## config.mk

```make
export PLATFORM = sky130hd
export DESIGN_NAME = pchb_mux_sel_sched
export DESIGN_NICKNAME = d
export VERILOG_FILES = /design/src/rtl/pchb_mux_sel_sched.sv
export SDC_FILE = /design/constraint.sdc
export NUM_CORES = 1
export LEC_CHECK = 0
export BUFFER_PORTS_ARGS = -buffer_cell sky130_fd_sc_hd__buf_4
export CELL_PAD_IN_SITES_DETAIL_PLACEMENT = 1
export CELL_PAD_IN_SITES_GLOBAL_PLACEMENT = 1
export CORE_MARGIN = 1
export CORE_UTILIZATION = 43
export DETAILED_ROUTE_END_ITERATION = 6
export PLACE_DENSITY_LB_ADDON = 0.1
export RECOVER_POWER = 25
export SLEW_MARGIN = 20
export SYNTH_ARGS = -nofsm -noshare
export SYNTH_HDL_FRONTEND = slang
export SYNTH_SLANG_ARGS = --single-unit
```

## constraint.sdc

```tcl
create_clock -name CLK -period 2.3 [get_ports CLK]
set_input_delay 0.23 -clock CLK [delete_from_list [all_inputs] [get_ports CLK]]
set_output_delay 0.23 -clock CLK [all_outputs]
set_load 0.02 [all_outputs]
```

## src/rtl/pchb_mux_sel_sched.sv

```systemverilog
// Round-robin select-token scheduler for the two-input PCHB mux.
// Issues one dual-rail select token per transfer, completes the four-phase
// return-to-zero handshake on the synchronised enable, and reports the
// served input with a one-cycle grant pulse and a per-input counter.
module pchb_mux_sel_sched #(
    parameter int SYNC_STAGES = 2,     // SELE synchroniser depth, 2..4
    parameter int TIMEOUT     = 1024,  // cycles per handshake phase before ERR
    parameter int CNT_W       = 16     // grant counter width
) (
    input  logic             CLK,
    input  logic             RESET_N,
    input  logic             REQ0,
    input  logic             REQ1,
    output logic [1:0]       SEL,
    input  logic             SELE,
    output logic             GNT0,
    output logic             GNT1,
    output logic             BUSY,
    output logic             ERR,
    output logic [CNT_W-1:0] CNT0,
    output logic [CNT_W-1:0] CNT1
);

    // Phase counter only needs to reach TIMEOUT-1; it saturates there.
    localparam int              PH_W    = $clog2(TIMEOUT);
    localparam logic [PH_W-1:0] PH_LAST = PH_W'(TIMEOUT - 1);

    // Dual-rail select encodings.
    localparam logic [1:0] SEL_NEUTRAL = 2'b00;
    localparam logic [1:0] SEL_L0      = 2'b01;
    localparam logic [1:0] SEL_L1      = 2'b10;

    typedef enum logic [1:0] {
        ST_IDLE    = 2'd0,
        ST_ISSUE   = 2'd1,
        ST_NEUTRAL = 2'd2
    } state_t;

    state_t                 state_q, state_d;
    logic [SYNC_STAGES-1:0] sync_q;
    logic                   sele_s;
    logic [1:0]             sel_q, sel_d;
    logic                   win_q, win_d;     // 0 = L0 served, 1 = L1 served
    logic                   ptr_q, ptr_d;     // input favoured on contention
    logic                   gnt0_q, gnt0_d;
    logic                   gnt1_q, gnt1_d;
    logic                   busy_q, busy_d;
    logic                   err_q, err_d;
    logic [PH_W-1:0]        phase_q, phase_d;
    logic [CNT_W-1:0]       cnt0_q, cnt0_d;
    logic [CNT_W-1:0]       cnt1_q, cnt1_d;

    // SELE arrives from the QDI mux with no clock relationship; only the
    // last synchroniser stage is ever used by the control logic.
    always_ff @(posedge CLK or negedge RESET_N) begin
        if (!RESET_N) begin
            sync_q <= '0;
        end else begin
            // NOTE: non-blocking assignments keep every flop sampling the
            // pre-edge value, which is what makes this a real shift chain.
            sync_q <= {sync_q[SYNC_STAGES-2:0], SELE};
        end
    end

    assign sele_s = sync_q[SYNC_STAGES-1];

    // Handshake FSM next state, arbitration and grant bookkeeping.
    always_comb begin
        // NOTE: every target gets its hold value first so no path through
        // the case statement leaves a signal unassigned (no latches).
        state_d = state_q;
        sel_d   = sel_q;
        win_d   = win_q;
        ptr_d   = ptr_q;
        gnt0_d  = 1'b0;
        gnt1_d  = 1'b0;
        cnt0_d  = cnt0_q;
        cnt1_d  = cnt1_q;

        unique case (state_q)
            ST_IDLE: begin
                if ((REQ0 || REQ1) && sele_s) begin
                    // A lone request wins outright; contention goes to ptr.
                    win_d   = (REQ0 && REQ1) ? ptr_q : REQ1;
                    sel_d   = win_d ? SEL_L1 : SEL_L0;
                    state_d = ST_ISSUE;
                end
            end
            ST_ISSUE: begin
                // Enable low means the mux has consumed the token.
                if (!sele_s) begin
                    sel_d   = SEL_NEUTRAL;
                    state_d = ST_NEUTRAL;
                end
            end
            ST_NEUTRAL: begin
                // Enable back high closes the return-to-zero phase.
                if (sele_s) begin
                    if (win_q) begin
                        gnt1_d = 1'b1;
                        cnt1_d = cnt1_q + 1'b1;
                    end else begin
                        gnt0_d = 1'b1;
                        cnt0_d = cnt0_q + 1'b1;
                    end
                    ptr_d   = ~win_q;
                    state_d = ST_IDLE;
                end
            end
            default: begin
                sel_d   = SEL_NEUTRAL;
                state_d = ST_IDLE;
            end
        endcase

        busy_d = (state_d != ST_IDLE);
    end

    // Watchdog: count cycles spent in the current handshake phase and latch
    // ERR once a phase has lasted TIMEOUT cycles. The FSM is not disturbed.
    always_comb begin
        phase_d = phase_q;
        err_d   = err_q;
        if (state_d != state_q) begin
            phase_d = '0;
        end else if (state_q != ST_IDLE) begin
            if (phase_q == PH_LAST) begin
                err_d = 1'b1;
            end else begin
                phase_d = phase_q + 1'b1;
            end
        end
    end

    // State and registered outputs; reset forces SEL neutral at once.
    always_ff @(posedge CLK or negedge RESET_N) begin
        if (!RESET_N) begin
            state_q <= ST_IDLE;
            sel_q   <= SEL_NEUTRAL;
            win_q   <= 1'b0;
            ptr_q   <= 1'b0;
            gnt0_q  <= 1'b0;
            gnt1_q  <= 1'b0;
            busy_q  <= 1'b0;
            err_q   <= 1'b0;
            phase_q <= '0;
            cnt0_q  <= '0;
            cnt1_q  <= '0;
        end else begin
            state_q <= state_d;
            sel_q   <= sel_d;
            win_q   <= win_d;
            ptr_q   <= ptr_d;
            gnt0_q  <= gnt0_d;
            gnt1_q  <= gnt1_d;
            busy_q  <= busy_d;
            err_q   <= err_d;
            phase_q <= phase_d;
            cnt0_q  <= cnt0_d;
            cnt1_q  <= cnt1_d;
        end
    end

    assign SEL  = sel_q;
    assign GNT0 = gnt0_q;
    assign GNT1 = gnt1_q;
    assign BUSY = busy_q;
    assign ERR  = err_q;
    assign CNT0 = cnt0_q;
    assign CNT1 = cnt1_q;

endmodule

```

# Yosys cells after proc, flatten, opt, wreduce, memory -nomap -nowiden
# Index checks and enable logic that the tools add are counted.
# Widths: inputs -> output; s select.
dict set report classes {
  n_mux 18
  reduce_logical 14
  eq_ne 7
  n_bitwise 3
  n_addsub 3
}
# cell n
set ops {}
lappend ops {{$add 16x1->16 const B} 2}
lappend ops {{$mux 10} 3}
lappend ops {{$mux 2} 6}
lappend ops {{$pmux 2 s3} 2}
lappend ops {{$reduce_and 3->1} 4}
lappend ops {{$add 10x1->10 const B} 1}
lappend ops {{$eq 10x10->1 const B} 1}
lappend ops {{$mux 1} 7}
lappend ops {{$ne 2x2->1 const B} 3}
lappend ops {{$reduce_and 2->1} 3}
lappend ops {{$reduce_bool 2->1} 3}
lappend ops {{$not 1->1} 3}
lappend ops {{$eq 2x1->1 const B} 1}
lappend ops {{$eq 2x2->1 const B} 1}
lappend ops {{$logic_and 1x1->1} 2}
lappend ops {{$logic_not 2->1} 1}
lappend ops {{$ne 2x2->1} 1}
lappend ops {{$logic_or 1x1->1} 1}
dict set report word_totals {
  inputBits 5
  output_inout_bits 38
  register_bits 54
}

# Depth between registers and ports, before layout
# Gate-level depths: netlist (run 1).
dict set report logic_depth {
  word_depth 7
  depth_mapped 6
}

# Worst setup path after synthesis (run 1)
# Ideal clock, no wire load.
dict set report synth_timing {
  kind {flip-flop to flip-flop}
  start {reg sync_q[1]}
  end {reg phase_q[0]}
  path_buffers 0
  stages_incl_launch_ff 5
  arrival_ns 1.541
  synth_period_minus_slack_ns 1.611
  path_slack_ns 0.689
  path_cell_list {dfrtp_1 -> mux2_4 -> a21o_4 -> or4_1 -> nand3_1}
}
dict set report synth_via {
  elab_chain_cells 6
}
# element line
set synth_rtl {}
lappend synth_rtl {{start, declared} 40} ;# logic [SYNC_STAGES-1:0] sync_q;
lappend synth_rtl {{start signal, assigned} 61} ;# sync_q <= {sync_q[SYNC_STAGES-2:0], SELE};
lappend synth_rtl {{$logic_and 1x1->1} 82} ;# if ((REQ0 || REQ1) && sele_s) begin
lappend synth_rtl {{$mux 2} 82}
lappend synth_rtl {{$pmux 2 s3 (*)} 80} ;# unique case (state_q)
lappend synth_rtl {{$ne 2x2->1 (*)} 124} ;# if (state_d != state_q) begin
lappend synth_rtl {{$ne 2x2->1 (no line) / $reduce_bool 2->1 (equally long branches)} --}
lappend synth_rtl {{$reduce_and 2->1 (no line)} --}
lappend synth_rtl {{end signal, assigned} 158} ;# phase_q <= phase_d;
lappend synth_rtl {{end, declared} 49} ;# logic [PH_W-1:0] phase_q, phase_d;
# Every way passes the cells marked *; elsewhere a longest branch is shown, timed or not.
# A chain may end at the register's enable or synchronous reset.

# Worst setup path in the final report (run 1)
dict set report layout_timing {
  start {reg state_q[0]}
  end {reg cnt0_q[15], in the netlist CNT0[15]}
}
dict set report layout_via {
  elab_chain_cells 2
}
# element line
set layout_rtl {}
lappend layout_rtl {{start, declared} 39} ;# state_t state_q, state_d;
lappend layout_rtl {{start signal, assigned} 150} ;# state_q <= state_d;
lappend layout_rtl {{$eq 2x2->1} 80}
lappend layout_rtl {{$reduce_and 3->1 (no line)} --}
lappend layout_rtl {{end signal, assigned} 159} ;# cnt0_q <= cnt0_d;
lappend layout_rtl {{end, declared} 50} ;# logic [CNT_W-1:0] cnt0_q, cnt0_d;
# Every way passes these cells.

==> results, run 1 <==
- The flow ran to the end, and the final reports show no timing, DRC or antenna violations.
- Traced cell by cell, the critical path runs through and4bb_1 -> nand4_2 -> nor3_2 -> xor2_1.
- Dividing the detail-routed via count by the number of cells gives 5.39.
- The library cell used as clock root buffer is sky130_fd_sc_hd__clkbuf_8.
- Total power for the finished layout comes to about 2.1 mW.
- The cell with the most instances after synthesis is sky130_fd_sc_hd__dfrtp_1.
- The category of the worst setup path launch point is a flip-flop.
- The violation count after the first detailed-routing iteration is 53.
- Per report_power, the combinational group accounts for 21.0% of the total.
- The top achievable clock speed is 542 MHz.
- The number of antenna cells inserted is 0.
- The number of warnings issued by yosys is 0.
- In this run the cell area of the synthesized design comes to 2510 µm².
- The slowest library cell on the worst path is sky130_fd_sc_hd__and4bb_1.
- The clock power share is between 20% and 30%.
- During placement, the flow inserted port buffers numbering 42.
- Sequential cells were found to cover 53.8% of the synthesized design area.
- The area added between synthesis and finish is 18.4%.
- The final number of hold-violating endpoints is 0.
- Buffers added to address setup during post-CTS repair amount to 0.
- The final count of pins violating max slew is 0.
- The internal portion of the total power is 1.46 mW.
- The post-synthesis async set-or-reset flop share is 100%.
- The synthesized netlist contains 45 unique library cells.
- The biggest area contributor in the post-synthesis netlist is sky130_fd_sc_hd__dfrtp_1.
- The share of total power dissipated in sequential elements is a little over half.
- The overall overflow remaining after global route is 0.
- The HPWL reported at the end of detailed placement is ~3.8 mm.
- For this run, the leading register cell type out of synthesis is sky130_fd_sc_hd__dfrtp_1.
- The required time of the critical path is 2520 ps.
- Measured along the y axis, the die boundary spans 78.4 µm.
- The via count of the first global-routing pass is approximately 1,900.
- CTS built an H-tree with a depth of 2.
- After floorplanning, the core was divided into 27 placement rows.
- The total of endpoints with negative setup slack in the final report is 0.
- Entering global routing, the biggest net connects 55 pins.
- The chip width is 78.4 µm.
- The DRC violation count after routing is 0.
- At the pin with the least slew margin, the transition time is roughly 1300 ps.
- Synthesis produced a netlist with a net count of 237.
- The initial antenna violation count was 0.
- The relative slew slack is between 10% and 20%.
- In the synthesized netlist, the cells that appear most often are sky130_fd_sc_hd__dfrtp_1 (54), sky130_fd_sc_hd__nand2_1 (28), sky130_fd_sc_hd__xnor2_1 (19), sky130_fd_sc_hd__nand3_1 (13).
- The total CTS buffers is 5.
- Averaged over all synthesized cells, the footprint is 11.0 µm².
- The largest stage delay on the critical path is approximately 600 ps.
- Of all nets on the critical path, the largest fanout is 14.
- After clock tree synthesis, the clock-pin slew on the worst setup and hold paths is 90 ps.
- The analysis attributes to cell leakage a power of 1.42 nW.
- The layout has 643 filler cells.
- The fraction of final layout cells with drive strength greater than 1 is 22.7%.
- The number of synthesized flops with an enable pin is 0.
- The count of nets left with antenna violations once routing finished came out at 0.
- The area share of the largest cell type after synthesis is a little over half.
- The detailed-router iteration count before antenna repair is 4.
- The count of hold buffers inserted by post-cts repair is 1.
- The path class of the tightest hold or removal check is input port to flip-flop.
- The die footprint is 6150 µm².
- Clock latency on the worst-skew pair, taken at its later pin, is 300 ps.
- After synthesis, the cell types taking the most area are sky130_fd_sc_hd__dfrtp_1 (54%), sky130_fd_sc_hd__xnor2_1 (6.6%), sky130_fd_sc_hd__nand2_1 (4.2%).
- The number of max-cap violations is 0.
- The effective utilization at floorplan is a little under half.
- The number of cells produced by synthesis is 229.
- After layout, the minimum clock period comes to 1850 ps.
- The global router's overall resource usage is 18.4%.
- The clock tree buffer depth is 2.
- The worst-case IR drop observed on VDD is 0.321 mV.
- The routed layout has between 1,500 and 2,000 vias.
- The number of non-filler instances in the completed layout is 349.
- After detailed routing, the total wire length is 5.19 mm.
- Among cell families on the critical path, the largest total delay comes from simple AND/OR/NAND/NOR gates.
- In this run the standard cell core region covers roughly 5600 µm².
- CTS saw between 50 and 60 sinks.
- Post-CTS repair changed the size of 0 cells.
- The kind of capture point of the worst setup path is a flip-flop.
- The flop and latch count out of synthesis is 54.
- The post-route setup TNS is 0 ps.
- Dividing total power by cell area gives a power density of 721 nW/µm².
- The fraction of power spent switching nets is 31.9%.
- The global-route wire length before repair is 9.00 mm.
- The total number of nets in the final design is 284.
- By startpoint and endpoint, the worst setup path is classified as flip-flop to flip-flop.
- The number of placed instances, taps included, is between 300 and 400.
- The clock skew after layout is just over 9 ps.
- Setup repair after global routing left no endpoint under its margin.
- The critical path contains buffers and inverters numbering 0 combined.
- The placer congestion estimate is 0.791.
- Summed over all nets, the switching power comes to 684 µW.
- 43 I/O pins were placed.
- In this run the register-to-register setup slack is 450 ps.
- The final critical-path share of the clock period is around four fifths.
- TritonCTS built the clock tree.
- The arrival time of the worst setup path is 2070 ps.
- Dividing the detail-routed wire length by the instance count gives around 15 µm.
==> through the flow <==
step	cell area [µm²]	hold slack (ps)	util [%]	setup slack (ps)
2_1_floorplan	2510	-65.6	-	689
3_5_place_dp	2890	322	51.9	458
6_report	2970	53.5	53.3	454
5_1_grt	2970	36.4	53.3	286
4_1_cts	2990	19.9	53.6	430
3_3_place_gp	2890	320	51.9	529
==> placed cells by master (no fill, tap or decap), drive strengths merged, types with 3 or more instances in the layout <==
| cell | netlist | layout |
|---|---|---|
| a21oi | 8 | 8 |
| or2 | 3 | 3 |
| o31ai | 3 | 3 |
| nand4 | 11 | 11 |
| and3 | 5 | 5 |
| xor2 | 12 | 12 |
| inv | 4 | 4 |
| o21ai | 6 | 6 |
| nand3 | 13 | 13 |
| dfrtp | 54 | 54 |
| xnor2 | 19 | 19 |
| nor2 | 13 | 13 |
| ha | 3 | 3 |
| buf | 4 | 38 |
| clkbuf | 0 | 11 |
| nand2 | 28 | 28 |
| nor3 | 9 | 9 |
| or4 | 6 | 6 |
| and4 | 3 | 3 |
==> cell type report <==
class | instances | area, µm² | share of cell area, %
Timing Repair Buffer | 44 | 319 | 10.7
Tap cell | 72 | 90.1 | 3.03
Sequential cell | 54 | 1350 | 45.5
Clock buffer | 6 | 72.6 | 2.44
Clock inverter | 2 | 13.8 | 0.463
Inverter | 4 | 15.0 | 0.505
Multi-Input combinational cell | 167 | 1110 | 37.4
==> kinds of logic (layout without fill, tap and decap cells) <==
| family | count (synthesis) | count (layout) | share of synthesized area, % |
|---|---|---|---|
| AO/OA/AOI/OAI | 29 | 29 | 7.52 |
| XOR/XNOR | 31 | 31 | 10.8 |
| adder cells (fa/ha/maj) | 3 | 3 | 1.49 |
| buffers and inverters | 8 | 56 | 1.94 |
| flip-flops | 54 | 54 | 53.8 |
| multiplexers | 2 | 2 | 1.05 |
| AND/OR/NAND/NOR | 102 | 102 | 23.4 |
==> per-layer routing <==
| metal | part of all wire (%) | vias up | wire (µm) | GRT usage (%) |
|---|---|---|---|---|
| li1 | - | 912 | - | - |
| met1 | 48 | 932 | 2470 | 25.7 |
| met2 | 49 | 32 | 2550 | 30.8 |
| met3 | 2.9 | 4 | 148 | 2.91 |
| met4 | 0.33 | 0 | 17 | 2.78 |
| met5 | 0 | - | 0 | 0 |
==> registers in the layout, indices dropped and copies added (netlist names), 2 cells and up <==
register,flops
phase_q,10
CNT0,16
CNT1,16
state_q,2
SEL,2
sync_q,2
==> power groups by stage <==
stage / clock [mW] / sequential [mW] / combinational [mW]
2_1_floorplan: 0 / 1.23 / 0.224
3_3_place_gp: 0 / 1.19 / 0.449
3_5_place_dp: 0 / 1.20 / 0.461
4_1_cts: 0.547 / 1.18 / 0.465
5_1_grt: 0.577 / 1.20 / 0.506
6_report: 0.517 / 1.18 / 0.450
==> final timing paths <==
kind	depth (start not counted)	to	start
max in group asynchronous	2	phase_q[3]	RESET_N
max	4	CNT0[15]	state_q[0]
min in group asynchronous	2	CNT0[3]	RESET_N
min	1	sync_q[0]	SELE
min reg2reg	0	sync_q[1]	sync_q[0]
max reg2reg	4	CNT0[15]	state_q[0]
No activity file was read; power rests on OpenSTA's default activity.
==> inputs of run 2 (changes only) <==
==> constraint.sdc (replaced) <==
create_clock -name CLK -period 1.9 [get_ports CLK]
set_input_delay 0.19 -clock CLK [delete_from_list [all_inputs] [get_ports CLK]]
set_output_delay 0.19 -clock CLK [all_outputs]
set_load 0.02 [all_outputs]
==> results, run 2 (synthesis results as in run 1) <==
- Run status: completed (unchanged).
- The total of endpoints with negative setup slack in the final report came to 0 (unchanged).
- The final critical-path share of the clock period is 94.7% (was 80.2%).
- The number of max-cap violations is 0 (unchanged).
- The total CTS buffers came to 5 (unchanged).
- The slew at the pin closest to its max-slew limit is 1290 ps (was 1340 ps).
- The most frequent standard cell in the layout excluding fill and tap cells was sky130_fd_sc_hd__dfrtp_1 (unchanged).
- The leakage power of the design was 1.46 nW (was 1.42 nW).
- The total number of nets in the final design came to 290 (was 284).
- The clock latency reported for the late side of the worst-skew pair is 310 ps (was 300 ps).
- The global router's overall resource usage is 19.3% (was 18.4%).
- The top achievable clock speed is 556 MHz (was 542 MHz).
- The clock tree buffer depth came to 2 (unchanged).
- The maximum number of pins on one net before global-route repair is 55 (unchanged).
- The capturing element of the worst setup path is phase_q[6] (was CNT0[15]).
- The number of non-filler instances in the completed layout is 354 (was 349).
- The category of the worst setup path launch point is a flip-flop (unchanged).
- The final count of pins violating max slew was 0 (unchanged).
- The sum of buffers and inverters on the critical path is 1 (was 0).
- The arrival time of the worst setup path was 2020 ps (was 2070 ps).
- The detailed-route wire length per cell is 15.1 µm (was 14.9 µm).
- The library cell used as clock root buffer is sky130_fd_sc_hd__clkbuf_8 (unchanged).
- The overall overflow remaining after global route is 0 (unchanged).
- The initial antenna violation count is 0 (unchanged).
- The post-route setup TNS is 0 ps (unchanged).
- The vertical die dimension is 78.4 µm (unchanged).
- The chip width came to 78.4 µm (unchanged).
- The largest fanout of any net on the critical path is 7 (was 14).
- The via count of the first global-routing pass is 1,992 (was 1,905).
- The post-CTS setup repair buffer count is 0 (unchanged).
- The die footprint came to 6150 µm² (unchanged).
- The detailed-router iteration count before antenna repair is 4 (unchanged).
- The kind of capture point of the worst setup path is a flip-flop (unchanged).
- The placer congestion estimate is 0.773 (was 0.791).
- The violation count after the first detailed-routing iteration came to 57 (was 53).
- The power density over cell area is 863 nW/µm² (was 721 nW/µm²).
- The worst min-delay path class is input port to flip-flop (unchanged).
- The kind of critical path is flip-flop to flip-flop (unchanged).
- The peak supply drop is 0.453 mV (was 0.321 mV).
- The layout filler cell count was 661 (was 643).
- The beginning of the critical path was phase_q[0] (was state_q[0]).
- The fraction of final layout cells with drive strength greater than 1 is 25.2% (was 22.7%).
- The placed instance count is 345 (was 340).
- Unrepaired setup endpoints after global routing: false (unchanged).
- The minimum setup slack in the final design is 100 ps (was 454 ps).
- The final number of hold-violating endpoints is 0 (unchanged).
- The largest delay contributor family on the critical path is simple AND/OR/NAND/NOR gates (unchanged).
- The register-to-register setup slack came to 100 ps (was 450 ps).
- The count of input and output buffers is 42 (unchanged).
- The cell area after layout is 3030 µm² (was 2970 µm²).
- The number of antenna cells inserted is 0 (unchanged).
- The clock input transition at the sequential cells of the worst setup and hold paths is 100 ps (was 90 ps).
- The source of the worst register-to-register timing path is phase_q[0] (was state_q[0]).
- The final core utilization was 54.3% (was 53.3%).
- The DRC violation count after routing is 0 (unchanged).
- The capture instance of the worst register-to-register path is phase_q[6] (was CNT0[15]).
- The slowest library cell on the worst path was sky130_fd_sc_hd__or4_1 (was sky130_fd_sc_hd__and4bb_1).
- The required time of the critical path was 2120 ps (was 2520 ps).
- The total routed wirelength is 5.35 mm (was 5.19 mm).
- The area added between synthesis and finish is 20.6% (was 18.4%).
- The TritonCTS clock tree is built (unchanged).
- The number of primary I/O pins is 43 (unchanged).
- Cells along the critical path: ha_1 -> nand3_1 -> nor3_2 -> buf_4 -> or4_1 -> a21oi_1 (was and4bb_1 -> nand4_2 -> nor3_2 -> xor2_1).
- Top library cells by usage in the layout, fill and taps aside: sky130_fd_sc_hd__dfrtp_1 (54), sky130_fd_sc_hd__buf_4 (46), sky130_fd_sc_hd__nand2_1 (28) (was sky130_fd_sc_hd__dfrtp_1 (54), sky130_fd_sc_hd__buf_4 (38), sky130_fd_sc_hd__nand2_1 (28)).
- The core outline area was 5570 µm² (unchanged).
- The via-per-instance ratio is 5.45 (was 5.39).
- The relative slew slack is 13.8% (was 10.9%).
- The clock skew after layout came to 9.47 ps (was 9.24 ps).
- The time the final worst path needs with I/O delays and setup came to 1800 ps (was 1850 ps).
- The post-place instance area is 2930 µm² (was 2890 µm²).
- The number of rows in the core area came to 27 (unchanged).
- The effective utilization at floorplan is 45.1% (unchanged).
- The setup slack at placement was 119 ps (was 458 ps).
- The largest stage delay on the critical path came to 470 ps (was 600 ps).
- The global-route wire length before repair was 9.27 mm (was 9.00 mm).
- The H-tree level count is 2 (unchanged).
- The clock sink count came to 54 (unchanged).
- The HPWL reported at the end of detailed placement was 3.95 mm (was 3.78 mm).
- The count of nets left with antenna violations after detail routing is 0 (unchanged).
- The total via count in the routed design is 1,929 (was 1,880).
- The depth of the critical timing path with buffers and inverters included is 6 (was 4).
- The number of cells on the worst reg-to-reg path is 6 (was 4).
## run 2: layout make-up
class	count	area (µm²)	area share (%)
sequential	54	1350	44.6
multi-input combinational	167	1110	36.7
timing repair buffer	50	378	12.5
tap	72	90.1	2.98
clock buffer	5	68.8	2.27
inverter	4	15.0	0.496
clock inverter	2	13.8	0.455
## run 2: per-stage QoR
step	power (mW)	hold slack [ps]
global route	2.77	208
detailed placement	2.02	276
CTS	2.65	186
global placement	2.00	280
floorplan	1.77	-106
finish	2.61	184
## run 2: timing repair
action,CTS,global route
hold buffers,2,0
gates resized for setup,0,0
hold endpoints to repair,55,0
## run 2: power breakdown
group          switching [mW]  leakage (nW)  internal [mW]
Sequential              0.156         0.727           1.27
Combinational           0.311         0.692          0.252
Clock                   0.371        0.0444          0.256
## run 2: how the worst min path moves through the flow
| stage | start | end | cells after the start | slack, ps |
|---|---|---|---|---|
| 4_1_cts | REQ1 | win_q | 3 | 190 |
| 2_1_floorplan | RESET_N | BUSY | 0 | -110 |
| 5_1_grt | REQ1 | win_q | 3 | 210 |
| 3_5_place_dp | RESET_N | CNT0[3] | 1 | 280 |
| 6_report | REQ1 | win_q | 3 | 180 |
| 3_3_place_gp | RESET_N | CNT0[4] | 1 | 280 |
## run 2: worst reg2reg max path: cells and delay by family (launching register included)
kind	cells	cell delay (ps)
flops	1	450
compound gates	1	200
buf+inv	1	160
simple gates	3	650
fa+ha+maj	1	250
## run 2: routing by layer
metal | track usage (%) | part of all wire (%) | wire length, µm | up-vias
li1 | - | - | - | 916
met1 | 24.5 | 46 | 2480 | 968
met2 | 32.5 | 49 | 2620 | 36
met3 | 3.95 | 3.0 | 159 | 9
met4 | 6.85 | 1.8 | 98 | 0
met5 | 0 | 0 | 0 | -
